## config.mk

```make
export PLATFORM = sky130hd
export DESIGN_NAME = bcd_serial_addsub
export DESIGN_NICKNAME = d
export VERILOG_FILES = /design/src/rtl/bcd_pkg.sv /design/src/rtl/bcd_digit_addsub.sv /design/src/rtl/bcd_serial_addsub.sv
export SDC_FILE = /design/constraint.sdc
export NUM_CORES = 1
export LEC_CHECK = 0
export BUFFER_PORTS_ARGS = -buffer_cell sky130_fd_sc_hd__clkbuf_2
export CAP_MARGIN = 20
export CORE_MARGIN = 2
export CORE_UTILIZATION = 30
export CTS_BUF_LIST = sky130_fd_sc_hd__clkbuf_8
export DETAILED_ROUTE_END_ITERATION = 16
export GPL_TIMING_DRIVEN = 1
export PLACE_DENSITY = 0.57
export SLEW_MARGIN = 20
export SYNTH_ARGS = -nofsm -noshare
export SYNTH_HDL_FRONTEND = slang
export SYNTH_SLANG_ARGS = --single-unit
```

## constraint.sdc

```tcl
create_clock -name clk -period 3.05 [get_ports clk]
set_input_delay 0.4575 -clock clk [delete_from_list [all_inputs] [get_ports clk]]
set_output_delay 0.4575 -clock clk [all_outputs]
set_load 0.1 [all_outputs]
```

## src/rtl/bcd_pkg.sv

```systemverilog
// rtl/bcd_pkg.sv - shared constants and state encoding for the BCD serial adder/subtractor
package bcd_pkg;

    localparam int                 BCD_W   = 4;
    localparam logic [BCD_W-1:0]   BCD_MAX = 4'd9;

    typedef enum logic [1:0] {
        IDLE = 2'd0,
        RUN  = 2'd1,
        DONE = 2'd2
    } state_t;

endpackage

```

## src/rtl/bcd_digit_addsub.sv

```systemverilog
// rtl/bcd_digit_addsub.sv - combinational single-digit BCD add/subtract cell
// Ports: x, y  - BCD digits (values above 9 are processed, not rejected)
//        c     - carry-in (already inverted by the caller for subtraction)
//        sub   - 1 selects x + nines(y) + c
//        digit - BCD result digit
//        carry - decimal carry-out
module bcd_digit_addsub
    import bcd_pkg::*;
(
    input  logic [BCD_W-1:0] x,
    input  logic [BCD_W-1:0] y,
    input  logic             c,
    input  logic             sub,
    output logic [BCD_W-1:0] digit,
    output logic             carry
);

    logic [BCD_W-1:0] y_adj;
    logic [BCD_W:0]   t;

    always_comb begin
        // Nine's complement wraps mod 16 for out-of-range digits.
        y_adj = sub ? (BCD_MAX - y) : y;
        t     = {1'b0, x} + {1'b0, y_adj} + {{BCD_W{1'b0}}, c};
        if (t > {1'b0, BCD_MAX}) begin
            digit = t[BCD_W-1:0] + 4'd6;
            carry = 1'b1;
        end else begin
            digit = t[BCD_W-1:0];
            carry = 1'b0;
        end
    end

endmodule

```

## src/rtl/bcd_serial_addsub.sv

```systemverilog
// rtl/bcd_serial_addsub.sv - digit-serial packed-BCD adder/subtractor, LSD first
// Ports: clk, rst_n         - clock, asynchronous active-low reset
//        start, sub, cin    - request, mode and carry/borrow-in (captured on accept)
//        a, b               - packed BCD operands, digit i at [4i+3:4i]
//        busy, done         - RUN indicator, one-cycle result-valid pulse
//        s, cout, invalid   - result, decimal carry (sub: 1 = no borrow), bad-digit flag
module bcd_serial_addsub
    import bcd_pkg::*;
#(
    parameter int DIGITS = 4
) (
    input  logic                      clk,
    input  logic                      rst_n,
    input  logic                      start,
    input  logic                      sub,
    input  logic                      cin,
    input  logic [BCD_W*DIGITS-1:0]   a,
    input  logic [BCD_W*DIGITS-1:0]   b,
    output logic                      busy,
    output logic                      done,
    output logic [BCD_W*DIGITS-1:0]   s,
    output logic                      cout,
    output logic                      invalid
);

    localparam int W     = BCD_W * DIGITS;
    localparam int IDX_W = (DIGITS > 1) ? $clog2(DIGITS) : 1;
    localparam logic [IDX_W-1:0] LAST_IDX = IDX_W'(DIGITS - 1);

    state_t           state, state_nxt;
    logic [W-1:0]     a_q, b_q;
    logic             sub_q;
    logic             carry_q;
    logic [IDX_W-1:0] idx_q;
    logic             accept;
    logic             last;
    logic             any_bad;
    logic [BCD_W-1:0] digit;
    logic             carry_d;
    logic [W+BCD_W-1:0] s_ins;

    // Operands shift right each RUN cycle, so the cell always sees the low nibble.
    bcd_digit_addsub u_cell (
        .x     (a_q[BCD_W-1:0]),
        .y     (b_q[BCD_W-1:0]),
        .c     (carry_q),
        .sub   (sub_q),
        .digit (digit),
        .carry (carry_d)
    );

    assign last  = (idx_q == LAST_IDX);
    assign busy  = (state == RUN);
    assign done  = (state == DONE);
    // New digit enters at the top; after DIGITS shifts digit 0 reaches the bottom.
    assign s_ins = {digit, s};

    always_comb begin
        any_bad = 1'b0;
        for (int i = 0; i < DIGITS; i++) begin
            if ((a[i*BCD_W +: BCD_W] > BCD_MAX) || (b[i*BCD_W +: BCD_W] > BCD_MAX)) begin
                any_bad = 1'b1;
            end
        end
    end

    always_comb begin
        state_nxt = state;
        accept    = 1'b0;
        case (state)
            IDLE: begin
                if (start) begin
                    state_nxt = RUN;
                    accept    = 1'b1;
                end
            end
            RUN: begin
                if (last) begin
                    state_nxt = DONE;
                end
            end
            DONE: begin
                state_nxt = start ? RUN : IDLE;
                accept    = start;
            end
            default: state_nxt = IDLE;
        endcase
    end

    always_ff @(posedge clk or negedge rst_n) begin
        if (!rst_n) begin
            state <= IDLE;
        end else begin
            state <= state_nxt;
        end
    end

    always_ff @(posedge clk or negedge rst_n) begin
        if (!rst_n) begin
            a_q     <= '0;
            b_q     <= '0;
            sub_q   <= 1'b0;
            carry_q <= 1'b0;
            idx_q   <= '0;
            s       <= '0;
            cout    <= 1'b0;
            invalid <= 1'b0;
        end else if (accept) begin
            a_q     <= a;
            b_q     <= b;
            sub_q   <= sub;
            // Subtraction is a + nines(b) + 1 - borrow_in.
            carry_q <= sub ? ~cin : cin;
            idx_q   <= '0;
            invalid <= any_bad;
        end else if (state == RUN) begin
            a_q     <= a_q >> BCD_W;
            b_q     <= b_q >> BCD_W;
            carry_q <= carry_d;
            idx_q   <= idx_q + IDX_W'(1);
            s       <= s_ins[W+BCD_W-1:BCD_W];
            if (last) begin
                cout <= carry_d;
            end
        end
    end

endmodule
```

==> results.yml, run 1 <==
detailed_routing:
  vias_per_cell: 4.74
  drtAntennaViolNets: 0
  routed_wl_um: 5800
  drtPass1Iterations: 5
  drcViolationCount: 0
  wl_per_cell_um: 13.4
  num_vias: 2058
  drtIter0Drc: 113
critical_path:
  cp.required_ns: 3.25
  r2r_end: "s[14]"
  r2r_setup_slack_ns: 0.33
  startpoint: "b_q[1]"
  rr_startpoint: "b_q[1]"
  startpoint_type: "flop"
  end_kind: "flop"
  path_max_fanout: 5
  worstPathArrival_ns: 2.93
  criticalPathCategory: "reg2reg"
  endpoint: "s[14]"
  rr_worst_depth: 10
synthesis:
  yosysWarningCount: 0
  synth.distinct_cells: 36
  synth_seq_cells: 56
  avgSynthCellArea_um2: 9.64
  synthCells: 271
  netlist_area_um2: 2610
  ys_seq_area_frac: 0.537
  yosys.area_share.simple: 0.184
  synth_xor_area_frac: 0.0196
  muxShareOfSynthArea: 0.00958
  synth_top_family_by_area: "simple AND/OR/NAND/NOR gates"
  syn_nets: 317
  synth-adder-area-share: 0.0489
  synth_compound_area_frac: 0.159
layout:
  final_nets: 371
  layout-drive-gt1-share: 0.239
  regArea_um2: 1400
  antenna_cells: 0
  final_common_cell: "nand2_1"
  nFillCells: 922
  multiInputGateArea_um2: 1100
  layout_common_cells: "95 x nand2_1, 56 x dfrtp_1, 55 x clkbuf_2"
  area_growth_pct: 18.9
timing:
  min_period_over_period: 0.892
  fin_worst_skew_ns: 0.00568
  worstMarginPinSlew_ns: 0.915
  hold_viol: 0
  maxSlewHeadroom: 0.390
  finalSetupTns_ns: 0
  fin_crit_ns: 2.72
  final_max_slew_viol_count: 0
  fmax_mhz: 367
  setup_violations: 0
  rsz0062_at_grt: "false"
global_routing:
  grt_max_degree: 38
  grt_antenna_before_repair: 0
  grt_pass1_vias: 2054
  grt_pass1_wl_um: 9920
  overflow: 0
  grt_use_total: 0.129
clock_tree:
  cts_setup_buffers: 0
  clk_pin_slew_ns: 0.10
  htreeDepth: 2
  cts_root_buf: "clkbuf_8"
  numCtsBuffers: 5
  clk_path_buf_depth: 2
  ctsHoldBuffers: 0
  cts_tree: "done"
  cts_sinks: 56
  clk_latency_ns: 0.31
  post_cts_resized: 0
place:
  place_congestion: 0.748
  place_hpwl_um: 4060
  port_buffers: 56
floorplanning:
  core.rowCount: 34
  dieArea_um2: 9470
  coreArea_um2: 8590
  die_y_um: 97.3
  chipWidth_um: 97.3
  io_pins: 57
  start_util: 0.304
min_path:
  hold_path.class: "in2async"
outcome:
  status: "completed"
run:
  drv_cap: 0
-- sequential cells by signal (all words and copies together) (netlist names) --
register / cells
state: 2
cout: 1
b_q: 16
invalid: 1
sub_q: 1
a_q: 16
idx_q: 2
carry_q: 1
s: 16
-- critical path, stage by stage (launching register included) --
cell and delay, ns:
dfrtp_1 0.41, inv_1 0.08, ha_1 0.29, nand2_1 0.06
o21ai_0 0.08, ha_1 0.34, xnor2_1 0.41, ha_1 0.28
a22oi_2 0.09, a21boi_2 0.24, mux2_4 0.32
-- logic make-up (layout without fill, tap and decap cells) --
group | Yosys count | after routing
mux | 2 | 2
simple gates | 117 | 117
fa+ha+maj | 9 | 9
flops | 56 | 56
compound gates | 59 | 59
xor+xnor | 5 | 5
buf+inv | 23 | 78
-- cell usage after synthesis --
library cell  instances  area share
nand2_1              95        0.14
dfrtp_1              56        0.54
a22oi_1              20       0.057
o21ai_0              16       0.031
buf_2                 9       0.017
a22o_1                7       0.023
ha_1                  7       0.034
inv_1                 7       0.010
a21oi_1               5      0.0096
nor2_1                5      0.0072
clkbuf_1              4      0.0057
nor3_1                4      0.0077
a221o_1               3       0.012
a31oi_1               3      0.0072
nand2b_1              3      0.0072
xnor2_1               3       0.010
buf_6                 2      0.0086
fa_1                  2       0.015
nand4_1               2      0.0048
nor2b_1               2      0.0048
a21boi_2              1      0.0043
a21o_1                1      0.0029
a221oi_1              1      0.0034
a22oi_2               1      0.0048
a31o_2                1      0.0034
and2_1                1      0.0024
and3_1                1      0.0024
and3_2                1      0.0029
inv_2                 1      0.0014
mux2_4                1      0.0057
mux2i_1               1      0.0038
nand3b_1              1      0.0029
nor2_2                1      0.0024
or3_1                 1      0.0024
xor2_1                1      0.0034
xor2_2                1      0.0062
-- final cells by class --
class | count | area share
Multi-Input combinational cell | 192 | 0.354
Timing Repair Buffer | 62 | 0.106
Inverter | 8 | 0.00967
Clock inverter | 3 | 0.0137
Tap cell | 108 | 0.0435
Sequential cell | 56 | 0.451
Clock buffer | 5 | 0.0222
-- per-stage QoR --
step	worst slack, ns	hold slack [ns]	utilization	area [um^2]	std cells
floorplan	0.594	0.162	-	2610	271
CTS	0.320	0.300	0.361	3110	434
finish	0.328	0.261	0.361	3110	434
global placement	0.458	0.457	0.348	2990	426
global route	0.107	0.335	0.361	3110	434
detailed placement	0.360	0.463	0.348	2990	426
-- how the worst min path moves through the flow --
| stage | to |
|---|---|
| 3_3_place_gp | s[0] |
| 2_1_floorplan | a_q[0] |
| 4_1_cts | s[3] |
| 6_report | s[3] |
| 3_5_place_dp | b_q[5] |
| 5_1_grt | sub_q |
-- per-layer routing --
metal,share of wire,vias to the layer above,GRT usage
li1,-,1019,-
met1,0.48,965,0.184
met2,0.45,72,0.202
met3,0.063,2,0.0324
met4,0.0047,0,0.0256
met5,0,-,0
Power of run 1 is not shown: default switching activity piles up to over one toggle a cycle in this logic, so the estimate is an artifact.
==> inputs of run 2 (changes only) <==
Settings changed: ABC_AREA set to 1.
==> results.yml, run 2 <==
synthesis:
  synth_seq_cells: 56
  synth_common_cells: "79 x nand2_1, 56 x dfrtp_1, 40 x inv_1"
  synth_largest_area_cell: "dfrtp_1"
  yosysWarningCount: 0
  synth.distinct_cells: 28
  synthCells: 301
  synthArstFlopShare: 1.00
  ys_top_cells_by_area: "dfrtp_1 51%, nand2_1 11%, inv_1 5.5%"
  ys_seq_area_frac: 0.509
  synth_top_area_share: 0.509
  synth_edf_count: 0
  yosysMostFrequentCell: "nand2_1"
  syn_nets: 347
  avgSynthCellArea_um2: 9.15
  netlist_area_um2: 2750
  synthFlopType: "dfrtp_1"
floorplanning:
  core.rowCount: 34
  chipWidth_um: 99.8
  coreArea_um2: 8810
  dieArea_um2: 9960
  start_util: 0.313
  io_pins: 57
  die_y_um: 99.8
layout:
  layout-drive-gt1-share: 0.263
  top_regs: "a_q: 16 flops, b_q: 16 flops, s: 16 flops"
  fin_util: 0.366
  layout_common_cells: "79 x nand2_1, 56 x dfrtp_1, 56 x clkbuf_2"
  final_common_cell: "nand2_1"
  instances_no_fill: 465
  area_growth_pct: 16.9
  regArea_um2: 1400
  antenna_cells: 0
  multiInputGateArea_um2: 1110
  final_nets: 402
  nFillCells: 894
place:
  place_congestion: 0.866
  place_hpwl_um: 4520
  port_buffers: 56
  numPlacedInstances: 457
critical_path:
  criticalPathCategory: "reg2reg"
  end_kind: "flop"
  path_max_fanout: 5
  worstPathArrival_ns: 2.77
  startpoint_type: "flop"
  cp.required_ns: 3.25
clock_tree:
  cts_sinks: 56
  cts_root_buf: "clkbuf_8"
  ctsHoldBuffers: 0
  htreeDepth: 2
  clk_latency_ns: 0.31
  post_cts_resized: 0
  cts_setup_buffers: 0
  clk_pin_slew_ns: 0.10
  clk_path_buf_depth: 2
  numCtsBuffers: 5
  cts_tree: "done"
outcome:
  status: "completed"
detailed_routing:
  routed_wl_um: 6190
  wl_per_cell_um: 13.3
  drtIter0Drc: 81
  drtAntennaViolNets: 0
  vias_per_cell: 4.65
  drtPass1Iterations: 4
  num_vias: 2161
  drcViolationCount: 0
global_routing:
  grt_use_total: 0.134
  grt_pass1_vias: 2216
  grt_max_degree: 57
  grt_pass1_wl_um: 10700
  grt_antenna_before_repair: 0
  overflow: 0
timing:
  maxSlewHeadroom: 0.472
  finalSetupTns_ns: 0
  worstMarginPinSlew_ns: 0.791
  setup_violations: 0
  hold_viol: 0
  min_period_over_period: 0.845
  fin_worst_skew_ns: 0.00923
  fmax_mhz: 388
  final_max_slew_viol_count: 0
  fin_crit_ns: 2.58
  rsz0062_at_grt: "false"
run:
  drv_cap: 0
min_path:
  hold_path.class: "in2async"
## run 2: cell types whose count changed after synthesis, sizes merged, moves of 10 or more
cell | previous run | this run
inv | 8 | 47
nand3 | 0 | 16
o21ai | 16 | 34
nand2 | 95 | 85
o221ai | 0 | 17
a22oi | 21 | 0
## run 2: layout make-up
type	instances	share of cell area
Tap cell	108	0.0420
Timing Repair Buffer	60	0.0964
Clock inverter	2	0.00233
Sequential cell	56	0.435
Inverter	47	0.0548
Clock buffer	6	0.0257
Multi-Input combinational cell	186	0.344
## run 2: per-stage QoR
stage	setup WS, ns	hold slack [ns]	instance area (um^2)
2_1_floorplan	0.629	0.162	2750
3_3_place_gp	0.562	0.469	3130
3_5_place_dp	0.500	0.475	3130
4_1_cts	0.482	0.307	3220
5_1_grt	0.255	0.352	3220
6_report	0.474	0.265	3220
## run 2: critical path, cell delays in order, from the launching register on
cell,delay (ns)
dfrtp_1,0.44
xnor2_1,0.19
fa_1,0.21
inv_2,0.05
fa_1,0.40
inv_1,0.09
nand2_1,0.07
and2_2,0.19
ha_1,0.17
inv_1,0.04
o21ai_0,0.08
nand2_2,0.10
inv_2,0.04
nand2_4,0.07
nand2_4,0.06
mux2_4,0.26
## run 2: cell families after synthesis
family / share of synthesized area
and+or+nand+nor: 0.174
AOI/OAI and AO/OA: 0.169
buffers and inverters: 0.0895
DFF: 0.509
adders and majority gates: 0.0463
xor gates and xnor gates: 0.00636
muxes: 0.00545
## run 2: routing by layer
| metal | up-vias | track usage | routed length (um) | part of all wire |
|---|---|---|---|---|
| met4 | 0 | 0.0516 | 122 | 0.020 |
| met5 | - | 0 | 0 | 0 |
| met1 | 1039 | 0.181 | 3020 | 0.49 |
| met3 | 8 | 0.0181 | 114 | 0.018 |
| li1 | 1087 | - | - | - |
| met2 | 27 | 0.220 | 2930 | 0.47 |
## run 2: worst paths after layout
check	startpoint	end	slack [ns]	cells past startpoint
worst min-delay path	rst_n	a_q[14]	0.26	2
worst max-delay path	sub_q	cout	0.47	15
worst min register to register	idx_q[0]	idx_q[0]	0.49	1
min in group clk	a[12]	a_q[12]	0.35	3
max in group asynchronous	rst_n	s[9]	2.30	2
worst max register to register	sub_q	cout	0.47	15
Power of run 2 is left out for the same reason.
==> inputs of run 3 (changes only) <==
Settings changed: PLACE_DENSITY 0.57 to 0.59.
Clock period 3.05 ns to 2.2 ns, I/O delays scaled along.
==> results.yml, run 3 (same netlist as run 2, synthesis figures left out) <==
timing:
  fin_crit_ns: 2.40
  worstMarginPinSlew_ns: 0.586
  maxSlewHeadroom: 0.609
  layout_setup_ws_ns: -0.198
  whs_ns: 0.00222
  fin_worst_skew_ns: 0.0108
  rsz0062_at_grt: "true"
  hold_viol: 0
  final_max_slew_viol_count: 0
  min_period_over_period: 1.09
  fmax_mhz: 417
  setup_violations: 5
outcome:
  failed_checks: "setup timing"
  status: "complete, but fails checks"
layout:
  layout_common_cells: "77 x nand2_1, 56 x dfrtp_1, 56 x clkbuf_2"
  antenna_cells: 0
  top_regs: "a_q: 16 flops, b_q: 16 flops, s: 16 flops"
  area_growth_pct: 26.9
  final_nets: 424
  instances_no_fill: 487
  layout-drive-gt1-share: 0.343
  final_common_cell: "nand2_1"
  nFillCells: 872
min_path:
  hold_path.class: "in2async"
critical_path:
  worstPathArrival_ns: 2.61
  cpPeakStageDelay_ns: 0.48
  startpoint_type: "flop"
  cp.required_ns: 2.41
  startpoint: "b_q[0]"
  rr_startpoint: "b_q[0]"
  rr_worst_depth: 15
  endpoint: "s[14]"
  path_max_fanout: 5
  cpMaxStageDelayCell: "fa_2"
  r2r_setup_slack_ns: -0.20
  r2r_end: "s[14]"
  cp_common_cell: "inv_2"
  crit_chain: "xnor2_2 > fa_2 > inv_2 > fa_2 > inv_4 > ha_4 > inv_2 > o21ai_2 > nand2_2 > inv_2 > nand2_4 > nand2_4 > nand2_1 > nand3_1 > nand2_1"
  end_kind: "flop"
  criticalPathCategory: "reg2reg"
clock_tree:
  ctsHoldBuffers: 0
  cts_tree: "done"
  htreeDepth: 2
  clk_latency_ns: 0.30
  clk_pin_slew_ns: 0.10
  clk_path_buf_depth: 2
  cts_root_buf: "clkbuf_8"
  numCtsBuffers: 5
  cts_sinks: 56
global_routing:
  overflow: 0
  grt_use_total: 0.139
  grt_pass1_vias: 2331
  grt_antenna_before_repair: 0
  grt_pass1_wl_um: 11100
  grt_max_degree: 37
detailed_routing:
  drtAntennaViolNets: 0
  routed_wl_um: 6580
  drcViolationCount: 0
  wirelength_met1_um: 3050
  wl_met3_um: 113
  num_vias: 2262
  route.met2.wl_um: 3360
  drtPass1Iterations: 4
  wl_per_cell_um: 13.5
  maxUsedRoutingLayer: "met4"
  vias_per_cell: 4.64
  drtIter0Drc: 95
floorplanning:
  dieArea_um2: 9960
  io_pins: 57
  die_y_um: 99.8
  core.rowCount: 34
  start_util: 0.313
  coreArea_um2: 8810
  chipWidth_um: 99.8
run:
  drv_cap: 0
place:
  place_congestion: 0.774
  numPlacedInstances: 471
  port_buffers: 56
  place_hpwl_um: 4870
[run 3: worst min-delay path by stage]
stage / cells past startpoint / end
final: 1 / a_q[12]
after global routing: 1 / a_q[12]
after CTS: 1 / a_q[12]
after detailed placement: 1 / a_q[12]
after global placement: 1 / a_q[12]
after floorplan: 0 / a_q[0]
[run 3: area by class of cell]
class | instances | area (um^2) | area share
Clock buffer | 5 | 68.8 | 0.0197
Inverter | 47 | 179 | 0.0512
Tap cell | 108 | 135 | 0.0387
Clock inverter | 3 | 38.8 | 0.0111
Timing Repair Buffer | 82 | 500 | 0.143
Sequential cell | 56 | 1400 | 0.401
Multi-Input combinational cell | 186 | 1170 | 0.335
[run 3: repair_timing]
| item | 4_1_cts | 5_1_grt |
|---|---|---|
| buffers inserted | 5 | 3 |
| gates resized for setup | 5 | 0 |
| pin swaps | 11 | 2 |
| endpoints found under the setup margin | 5 | 5 |
[run 3: routing by layer]
metal / up-vias / global-route usage
met5: - / 0
met4: 0 / 0.0411
met3: 2 / 0.0146
met2: 26 / 0.238
met1: 1102 / 0.186
li1: 1132 / -
[run 3: worst max-delay path, delay by kind of cell (launching register included)]
| family | cells | cell delay, ns |
|---|---|---|
| buf+inv | 4 | 0.27 |
| xor+xnor | 1 | 0.15 |
| compound gates | 1 | 0.12 |
| fa+ha+maj | 3 | 0.94 |
| simple gates | 6 | 0.38 |
| flops | 1 | 0.42 |
[run 3: metrics by stage]
stage	TNS [ns]	util	setup slack, ns	area, um^2
detailed placement	-1.05	0.375	-0.226	3300
global route	-1.51	0.397	-0.337	3490
finish	-0.920	0.397	-0.198	3490
global placement	-0.636	0.375	-0.150	3300
floorplan	-0.647	-	-0.147	2800
CTS	-0.740	0.394	-0.164	3470
Power of run 3 is left out for the same reason.
